## src/rtl/nios_mailbox_pkg.sv

```systemverilog
// Shared definitions for the Nios II hardware mailbox: register map and STATUS layout.
package nios_mailbox_pkg;

  typedef enum logic [1:0] {
    ADDR_DATA   = 2'd0,
    ADDR_STATUS = 2'd1,
    ADDR_CLEAR  = 2'd2,
    ADDR_RSVD   = 2'd3
  } addr_e;

  // STATUS register layout; unlisted bits read as 0
  localparam int STATUS_W     = 20;
  localparam int ST_COUNT_LSB = 0;
  localparam int ST_COUNT_W   = 9;
  localparam int ST_EMPTY     = 16;
  localparam int ST_FULL      = 17;
  localparam int ST_ERR       = 18;
  localparam int ST_IRQ_EN    = 19;

endpackage

```

## src/rtl/mailbox_fifo.sv

```systemverilog
// Synchronous show-ahead FIFO: dout always presents the head entry.
// Pointers wrap naturally; occupancy is tracked by a separate counter.
module mailbox_fifo #(
  parameter int DEPTH  = 16,
  parameter int DATA_W = 32,
  localparam int AW    = $clog2(DEPTH)
) (
  input  logic              clk,
  input  logic              rst,
  input  logic              push,
  input  logic              pop,
  input  logic              flush,
  input  logic [DATA_W-1:0] din,
  output logic [DATA_W-1:0] dout,
  output logic [AW:0]       count,
  output logic              full,
  output logic              empty
);

  logic [DATA_W-1:0] mem [DEPTH];
  logic [AW-1:0]     wr_ptr, rd_ptr;
  logic              do_push, do_pop;

  assign full    = (count == (AW+1)'(DEPTH));
  assign empty   = (count == '0);
  assign do_push = push & ~full;
  assign do_pop  = pop & ~empty;
  assign dout    = mem[rd_ptr];

  // Storage array, kept free of reset so it maps onto block RAM
  always_ff @(posedge clk) begin
    if (do_push) mem[wr_ptr] <= din;
  end

  // Pointer and occupancy bookkeeping; flush discards all entries
  always_ff @(posedge clk) begin
    if (rst || flush) begin
      wr_ptr <= '0;
      rd_ptr <= '0;
      count  <= '0;
    end else begin
      if (do_push) wr_ptr <= wr_ptr + 1'b1;
      if (do_pop)  rd_ptr <= rd_ptr + 1'b1;
      if (do_push && !do_pop)      count <= count + 1'b1;
      else if (do_pop && !do_push) count <= count - 1'b1;
    end
  end

endmodule

```

## src/rtl/nios_mailbox_slave.sv

```systemverilog
// Avalon-MM mailbox slave: blocking push/pop through DATA, bounded stall with
// forced completion on timeout, STATUS/CLEAR control and a level interrupt.
module nios_mailbox_slave
  import nios_mailbox_pkg::*;
#(
  parameter int DEPTH    = 16,
  parameter int DATA_W   = 32,
  parameter int MAX_WAIT = 1024
) (
  input  logic              clock_clk,
  input  logic              reset_reset,
  input  logic [1:0]        avs_address,
  input  logic              avs_read,
  input  logic              avs_write,
  input  logic [DATA_W-1:0] avs_writedata,
  output logic [DATA_W-1:0] avs_readdata,
  output logic              avs_waitrequest,
  output logic              ins_irq
);

  localparam int AW = $clog2(DEPTH);
  localparam int WW = $clog2(MAX_WAIT + 1);

  addr_e             addr;
  logic              is_wr, is_rd, stall_cond, timeout, accept;
  logic              push, pop, flush;
  logic [WW-1:0]     wait_cnt;
  logic              err, irq_en;
  logic [DATA_W-1:0] fifo_dout;
  logic [AW:0]       count;
  logic              full, empty;
  logic [STATUS_W-1:0] status;

  // A simultaneous read+write is treated as a write
  assign addr       = addr_e'(avs_address);
  assign is_wr      = avs_write;
  assign is_rd      = avs_read & ~avs_write;
  assign stall_cond = (addr == ADDR_DATA) & ((is_wr & full) | (is_rd & empty));
  assign timeout    = stall_cond & (wait_cnt == WW'(MAX_WAIT));
  assign avs_waitrequest = stall_cond & (wait_cnt < WW'(MAX_WAIT));
  assign accept     = (is_wr | is_rd) & ~avs_waitrequest;

  // A timed-out access completes without touching the FIFO
  assign push  = accept & is_wr & (addr == ADDR_DATA) & ~timeout;
  assign pop   = accept & is_rd & (addr == ADDR_DATA) & ~timeout;
  assign flush = accept & is_wr & (addr == ADDR_CLEAR);

  mailbox_fifo #(.DEPTH(DEPTH), .DATA_W(DATA_W)) u_fifo (
    .clk   (clock_clk),
    .rst   (reset_reset),
    .push  (push),
    .pop   (pop),
    .flush (flush),
    .din   (avs_writedata),
    .dout  (fifo_dout),
    .count (count),
    .full  (full),
    .empty (empty)
  );

  // Assemble the STATUS word
  always_comb begin
    status = '0;
    status[ST_COUNT_LSB +: AW+1] = count;
    status[ST_EMPTY]  = empty;
    status[ST_FULL]   = full;
    status[ST_ERR]    = err;
    status[ST_IRQ_EN] = irq_en;
  end

  // Stall counter: counts stalled cycles, clears on acceptance or idle
  always_ff @(posedge clock_clk) begin
    if (reset_reset)          wait_cnt <= '0;
    else if (avs_waitrequest) wait_cnt <= wait_cnt + 1'b1;
    else                      wait_cnt <= '0;
  end

  // Sticky ERR and IRQ_EN control
  always_ff @(posedge clock_clk) begin
    if (reset_reset) begin
      err    <= 1'b0;
      irq_en <= 1'b0;
    end else if (accept && is_wr && addr == ADDR_STATUS) begin
      irq_en <= avs_writedata[ST_IRQ_EN];
      if (avs_writedata[ST_ERR]) err <= 1'b0;
    end else if (flush) begin
      err <= 1'b0;
    end else if (timeout) begin
      err <= 1'b1;
    end
  end

  // Read data register: loads only on an accepted read, holds otherwise
  always_ff @(posedge clock_clk) begin
    if (reset_reset) begin
      avs_readdata <= '0;
    end else if (accept && is_rd) begin
      case (addr)
        ADDR_DATA:   avs_readdata <= timeout ? '0 : fifo_dout;
        ADDR_STATUS: avs_readdata <= DATA_W'(status);
        default:     avs_readdata <= '0;
      endcase
    end
  end

  // Registered interrupt, one cycle behind the occupancy change
  always_ff @(posedge clock_clk) begin
    if (reset_reset) ins_irq <= 1'b0;
    else             ins_irq <= irq_en & ~empty;
  end

endmodule

```

## config.mk

```make
export PLATFORM = sky130hd
export DESIGN_NAME = nios_mailbox_slave
export DESIGN_NICKNAME = d
export VERILOG_FILES = /design/src/rtl/nios_mailbox_pkg.sv /design/src/rtl/mailbox_fifo.sv /design/src/rtl/nios_mailbox_slave.sv
export SDC_FILE = /design/constraint.sdc
export NUM_CORES = 1
export LEC_CHECK = 0
export ABC_CLOCK_PERIOD_IN_PS = 5300
export CORE_MARGIN = 1.5
export CORE_UTILIZATION = 25
export DETAILED_ROUTE_END_ITERATION = 6
export GPL_ROUTABILITY_DRIVEN = 1
export MAX_ROUTING_LAYER = met4
export PLACE_DENSITY = 0.38
export RECOVER_POWER = 25
export SKIP_CTS_REPAIR_TIMING = 1
export SYNTH_ARGS = -nofsm -noshare
export SYNTH_HDL_FRONTEND = slang
export SYNTH_SLANG_ARGS = --single-unit
export TNS_END_PERCENT = 20
```

## constraint.sdc

```tcl
create_clock -name clock_clk -period 5.3 [get_ports clock_clk]
set_input_delay 1.06 -clock clock_clk [delete_from_list [all_inputs] [get_ports clock_clk]]
set_output_delay 1.06 -clock clock_clk [all_outputs]
set_load 0.05 [all_outputs]
```

## Yosys cells after proc, flatten, opt, wreduce, memory -nomap -nowiden

Memories as Yosys holds them, arrays and structs flattened. A register that Yosys moved wholly into a read port is not among the register bits.
Cells that the tools add are included.

| operators by class | value |
|---|---|
| bitwise operators | 24 |
| reductions and logical operators | 14 |
| equal/unequal tests | 5 |
| $add $sub $neg | 5 |
| order comparisons | 1 |
| mux-type cells | 12 |

Operator list:

| cell | number |
|---|---|
| $pmux 32 s2 | 1 |
| $mux 32 | 1 |
| $and 1x1->1 | 17 |
| $add 11x1->11 const B | 1 |
| $eq 11x11->1 const B | 1 |
| $lt 11x11->1 const B | 1 |
| $mux 5 | 2 |
| $add 4x1->4 const B | 2 |
| $mux 4 | 2 |
| $mux 1 | 6 |
| $add 5x1->5 const B | 1 |
| $eq 5x5->1 const B | 1 |
| $logic_and 1x1->1 | 5 |
| $logic_not 5->1 | 1 |
| $not 1->1 | 5 |
| $sub 5x1->5 const B | 1 |
| $reduce_bool 3->1 | 1 |
| $eq 2x1->1 const B | 1 |
| $eq 2x2->1 const B | 1 |
| $logic_not 1->1 | 2 |
| $logic_not 2->1 | 1 |
| $ne 2x2->1 const B | 1 |
| $or 1x1->1 | 2 |
| $reduce_and 2->1 | 1 |
| 3 further kinds | 3 |

| storage, ports and cells | value |
|---|---|
| memories kept | 1 |
| bits in registers | 59 |
| RAM bits | 512 |
| output and inout bits | 34 |
| input bits | 38 |

Memories:

| name | words | bits a word | read ports | clocked after memory_dff | wr ports | line | text |
|---|---|---|---|---|---|---|---|
| u_fifo.mem | 16 | 32 | 1 | 1 | 1 | mailbox_fifo.sv:20 | `logic [DATA_W-1:0] mem [DEPTH];` |

## Logic depth before layout (Yosys ltp)

Gate-level depths: netlist of run 1.

| logic depth | value |
|---|---|
| depth after elaboration | 16 |
| gate-level depth with buffers | 12 |
| depth with buffers taken out | 10 |

## Hierarchy

From an unflattened synthesis of run 1, not the netlist that was laid out.

| unflattened totals | value |
|---|---|
| cell total of the unflattened synthesis | 1071 |
| area total of the unflattened synthesis | 21931.0 um2 |

Modules (own cells, without submodules):

| module | area an instance (um2) | cells an instance | instances |
|---|---|---|---|
| mailbox_fifo | 20006.7 | 895 | 1 |
| nios_mailbox_slave | 1924.3 | 176 | 1 |

## Least setup slack after synthesis of run 1

No wires, ideal clock.

| path | value |
|---|---|
| path kind | in2reg |
| start point | input port avs_address[0] |
| end point | memory u_fifo.mem[3][0] (enable) |
| buffers on the path | 1 |
| path slack | 0.820 ns |
| data arrival time | 4.019 ns |
| library setup time | 0.461 ns |
| required time | 4.839 ns |
| stages | 5 |
| cells stage by stage | nor2_1 > o211a_1 > clkbuf_1 > nand2_1 > nor3_1 |

| between the ends | value |
|---|---|
| cells in the longest elaborated chain, start to end | 11 |

Ends and longest elaborated chain:

| element | line | text |
|---|---|---|
| start, declared | nios_mailbox_slave.sv:12 | `input logic [1:0] avs_address,` |
| $logic_not 2->1 (*) | nios_mailbox_slave.sv:38, nios_mailbox_slave.sv:44 |  |
| $and 1x1->1 | nios_mailbox_slave.sv:38 | `assign stall_cond = (addr == ADDR_DATA) & ((is_wr & full) \| (is_rd & empty));` |
| $and 1x1->1 | nios_mailbox_slave.sv:40 | `assign avs_waitrequest = stall_cond & (wait_cnt < WW'(MAX_WAIT));` |
| $not 1->1 (no source line) | -- |  |
| $and 1x1->1 | nios_mailbox_slave.sv:41 | `assign accept = (is_wr \| is_rd) & ~avs_waitrequest;` |
| $and 1x1->1 (2 in a row) | nios_mailbox_slave.sv:44 | `assign push = accept & is_wr & (addr == ADDR_DATA) & ~timeout;` |
| $and 1x1->1 (*) | nios_mailbox_slave.sv:44 |  |
| $and 1x1->1 (*) | mailbox_fifo.sv:26 | `assign do_push = push & ~full;` |
| named net u_fifo.do_push | mailbox_fifo.sv:22 | `logic do_push, do_pop;` |
| $mux 1 (*) | mailbox_fifo.sv:32 | `if (do_push) mem[wr_ptr] <= din;` |
| $mux 1 (not written as such) (*) | mailbox_fifo.sv:32 |  |
| end, declared | mailbox_fifo.sv:20 |  |

The timed path passes the listed nets; every way through them passes the cells marked *.

## Final worst setup path of run 1

| path | value |
|---|---|
| start point | input port avs_write |
| end point | output port avs_waitrequest |

| between the ends | value |
|---|---|
| cells in the longest elaborated chain, start to end | 6 |

Ends and longest elaborated chain:

| element | line | text |
|---|---|---|
| start, declared | nios_mailbox_slave.sv:14 | `input logic avs_write,` |
| $not 1->1 | nios_mailbox_slave.sv:37 | `assign is_rd = avs_read & ~avs_write;` |
| $and 1x1->1 | nios_mailbox_slave.sv:37 |  |
| $and 1x1->1 | nios_mailbox_slave.sv:38 |  |
| $or 1x1->1 (*) | nios_mailbox_slave.sv:38 |  |
| $and 1x1->1 (*) | nios_mailbox_slave.sv:38 |  |
| $and 1x1->1 (*) | nios_mailbox_slave.sv:40 |  |
| end, declared | nios_mailbox_slave.sv:17 | `output logic avs_waitrequest,` |

Mark *: on every way between the ends. The rest lies on a longest branch, timed or not.

==> impl_results.md, run 1 <==
- Status: complete, no violations
- Synth Area in Compound Gates: 4.198%
- Area contributors post-synth: edfxtp_1 70%, mux4_2 13%, dfxtp_1 5.8%, a22oi_1 2.7%, nor2_1 1.1%
- Setup slack, reg-to-reg: 1.74 ns
- Cells after Synth: 1113
- Synthesized area: 21870 µm²
- Final hold slack: 0.4604 ns
- Antenna violations before repair: 4
- Yosys warns: 0
- CP endpoint kind: output port
- TritonCTS Sinks: 575
- R2R Path End: u_fifo.count[4]
- Largest family of logic cells by synthesized area: multiplexers
- Unrepaired setup endpoints after global routing: no
- Vias in the first global route: 11390
- Syn nets: 1164
- WS Path Type: in -> out
- First-pass GRT wire length: 81320 µm
- GRT Overall Usage: 13.01%
- Max cap viols: 0
- Final Instance Area: 26510 µm²
- Pwr Density: 369.4 nW/µm²
- Dpl hpwl: 31450 µm
- Hold Path Class: reg -> reg
- Number of flops mapped to enable cells by yosys: 512
- Fillers: 8466
- CP Max Fanout: 8
- Register Area: 16650 µm²
- Leakage: 8.075 nW
- TritonCTS clock tree: built
- Rows: 108
- CORE AREA: 86750 µm²
- WP data required: 4.24 ns
- Num CTS Buffers: 68
- Max IR drop VDD: 0.2052 mV
- Worst Hold End: wait_cnt[10]
- Area of the multi-input gates: 5084 µm²
- Critical path startpoint category: input port
- Most frequent cells in the layout: 512 x edfxtp_1, 125 x mux4_2, 79 x a22oi_1
- Layout cells sized above 1: 22.40%
- DR WL/cell: 22.83 µm
- Die area: 89280 µm²
- Mux cell area share after synthesis: 13.29%
- Post-synthesis sequential area ratio: 76.05%
- Post-Synth XOR/XNOR Area: 0.6406%
- H-tree Lvls: 3
- Final core occ: 30.55%
- Final setup viols: 0
- Reg-to-Reg Start: u_fifo.count[0]
- Clk pin slew, worst setup/hold paths: 0.05 ns
- Root Driver: clkbuf_16
- Clock skew: 0.03129 ns
- FF+latch count, synth: 575
- Post-synthesis adder-cell area fraction: 0.7779%
- Ys async rst share: 0%
- Simple-gate portion of the synthesized area: 3.741%
- Final min period: 4.599 ns
- Fmax: 217.5 MHz
- Clk_lat worst skew: 0.61 ns
- Hold depth: 2
- First-pass iteration count of the detailed router: 5
- Nets: 1284
- Starting Density: 25.21%
- Layout area overhead: 21.17%
- Detailed-route via count: 10740
- DRT iter0 DRCs: 596
- Die height: 298.8 µm
- Most common cell after layout, fill and taps aside: edfxtp_1
- Synth top area share: 70.29%
- Max-slew violation count: 0
- Final Power: 9.792 mW
- Die Width: 298.8 µm
- Pin count of the biggest net entering global routing: 57
- Vias per std cell: 4.396
- Drc violations: 0
- Synth area leader: edfxtp_1
- I/O pin count: 72
- Fin Setup TNS: 0 ns
- Worst slew pin tran: 1.073 ns
- Ys flop type: edfxtp_1
- Fin. Hold Viols: 0
- Critical Path AT: 3.54 ns
- Normalized max-slew margin: 28.49%
- Period utilization: 86.77%
- Drt total wl: 55740 µm
- Grt total ovfl: 0
- R2R depth: 10
- Port buffer count: 71
- Post-Syn Area per Cell: 19.65 µm²
- Area post-placement: 24320 µm²
- Netlist cell types: 49
- Hold Startpoint: wait_cnt[9]
- RD Place Congestion: 0.7015
- Clock Path Buffers: 3
- DRT antenna net count: 0
synthesized netlist by cell type (4+ instances only):
library cell / instances
edfxtp_1: 512
mux4_2: 125
a22oi_1: 79
nor2_1: 66
dfxtp_1: 63
nand2_1: 54
clkbuf_1: 36
buf_2: 18
nand3_1: 15
nor2b_1: 14
xor2_1: 13
a21oi_1: 12
ha_1: 12
inv_1: 10
o21ai_0: 9
mux2i_1: 8
nor3_1: 8
a32oi_1: 7
nand2b_1: 5
buf_1: 4
where the power goes:
group / switching (mW) / internal, mW
sequential: 0.0147 / 4.95
combinational: 0.171 / 0.0825
clock: 1.84 / 2.74
sequential cells by signal, indices dropped and copies added, names as in the netlist, named ones only:
name and count:
wait_cnt 11, u_fifo.count 5, u_fifo.rd_ptr 4, u_fifo.wr_ptr 4, irq_en 1, ins_irq 1
u_fifo.mem 512, err 1, avs_readdata 32
cells by family (layout without fill, tap and decap cells):
family,Yosys count,in the layout
flip-flops,575,575
XOR/XNOR,16,16
other,0,1
AO/OA/AOI/OAI,125,125
adder cells (fa/ha/maj),13,13
AND/OR/NAND/NOR,181,181
buffers and inverters,69,242
multiplexers,134,134
stage by stage:
| step | setup slack [ns] | instances |
|---|---|---|
| final | 0.7014 | 2442 |
| after global routing | 0.5806 | 2442 |
| after CTS | 0.6908 | 2441 |
| after detailed placement | 0.7042 | 2318 |
| after global placement | 0.7215 | 2318 |
| after floorplan | 0.8199 | 1113 |
area by class of cell:
cell class	count	area share, %
flip-flops and latches	575	62.80
multi-input cells	469	19.18
clock buffers	92	7.085
well taps	1155	5.452
repair buffers	109	4.163
clock inverters	31	1.166
inverters	10	0.1416
diodes	1	0.009441
worst max-delay path: stages:
cell             delay [ns]
clkdlybuf4s50_1        0.52
or3b_2                 0.51
a21oi_1                0.40
and2_1                 0.23
clkdlybuf4s50_1        0.81
worst max path at each step:
stage	to	start	slack (ns)
2_1_floorplan	u_fifo.mem[3][0]	avs_address[0]	0.82
3_3_place_gp	avs_waitrequest	avs_write	0.72
3_5_place_dp	avs_waitrequest	avs_write	0.70
4_1_cts	avs_waitrequest	avs_write	0.69
5_1_grt	avs_waitrequest	avs_write	0.58
6_report	avs_waitrequest	avs_write	0.70
metal layers:
layer,share of wire (%),GRT usage [%],vias to the layer above
met5,0,-,-
li1,-,-,4802
met4,2.3,3.439,0
met2,48,20.51,206
met3,3.8,2.654,85
met1,46,17.10,5642
Note: power is estimated with default switching activity, not from simulation.
==> inputs of run 2 (changes only) <==
- ABC_AREA: unset -> 0
- CTS_CLUSTER_DIAMETER: unset -> 100
==> results of run 2 <==
Final layout, timing and power as in run 1 (identical DEF).
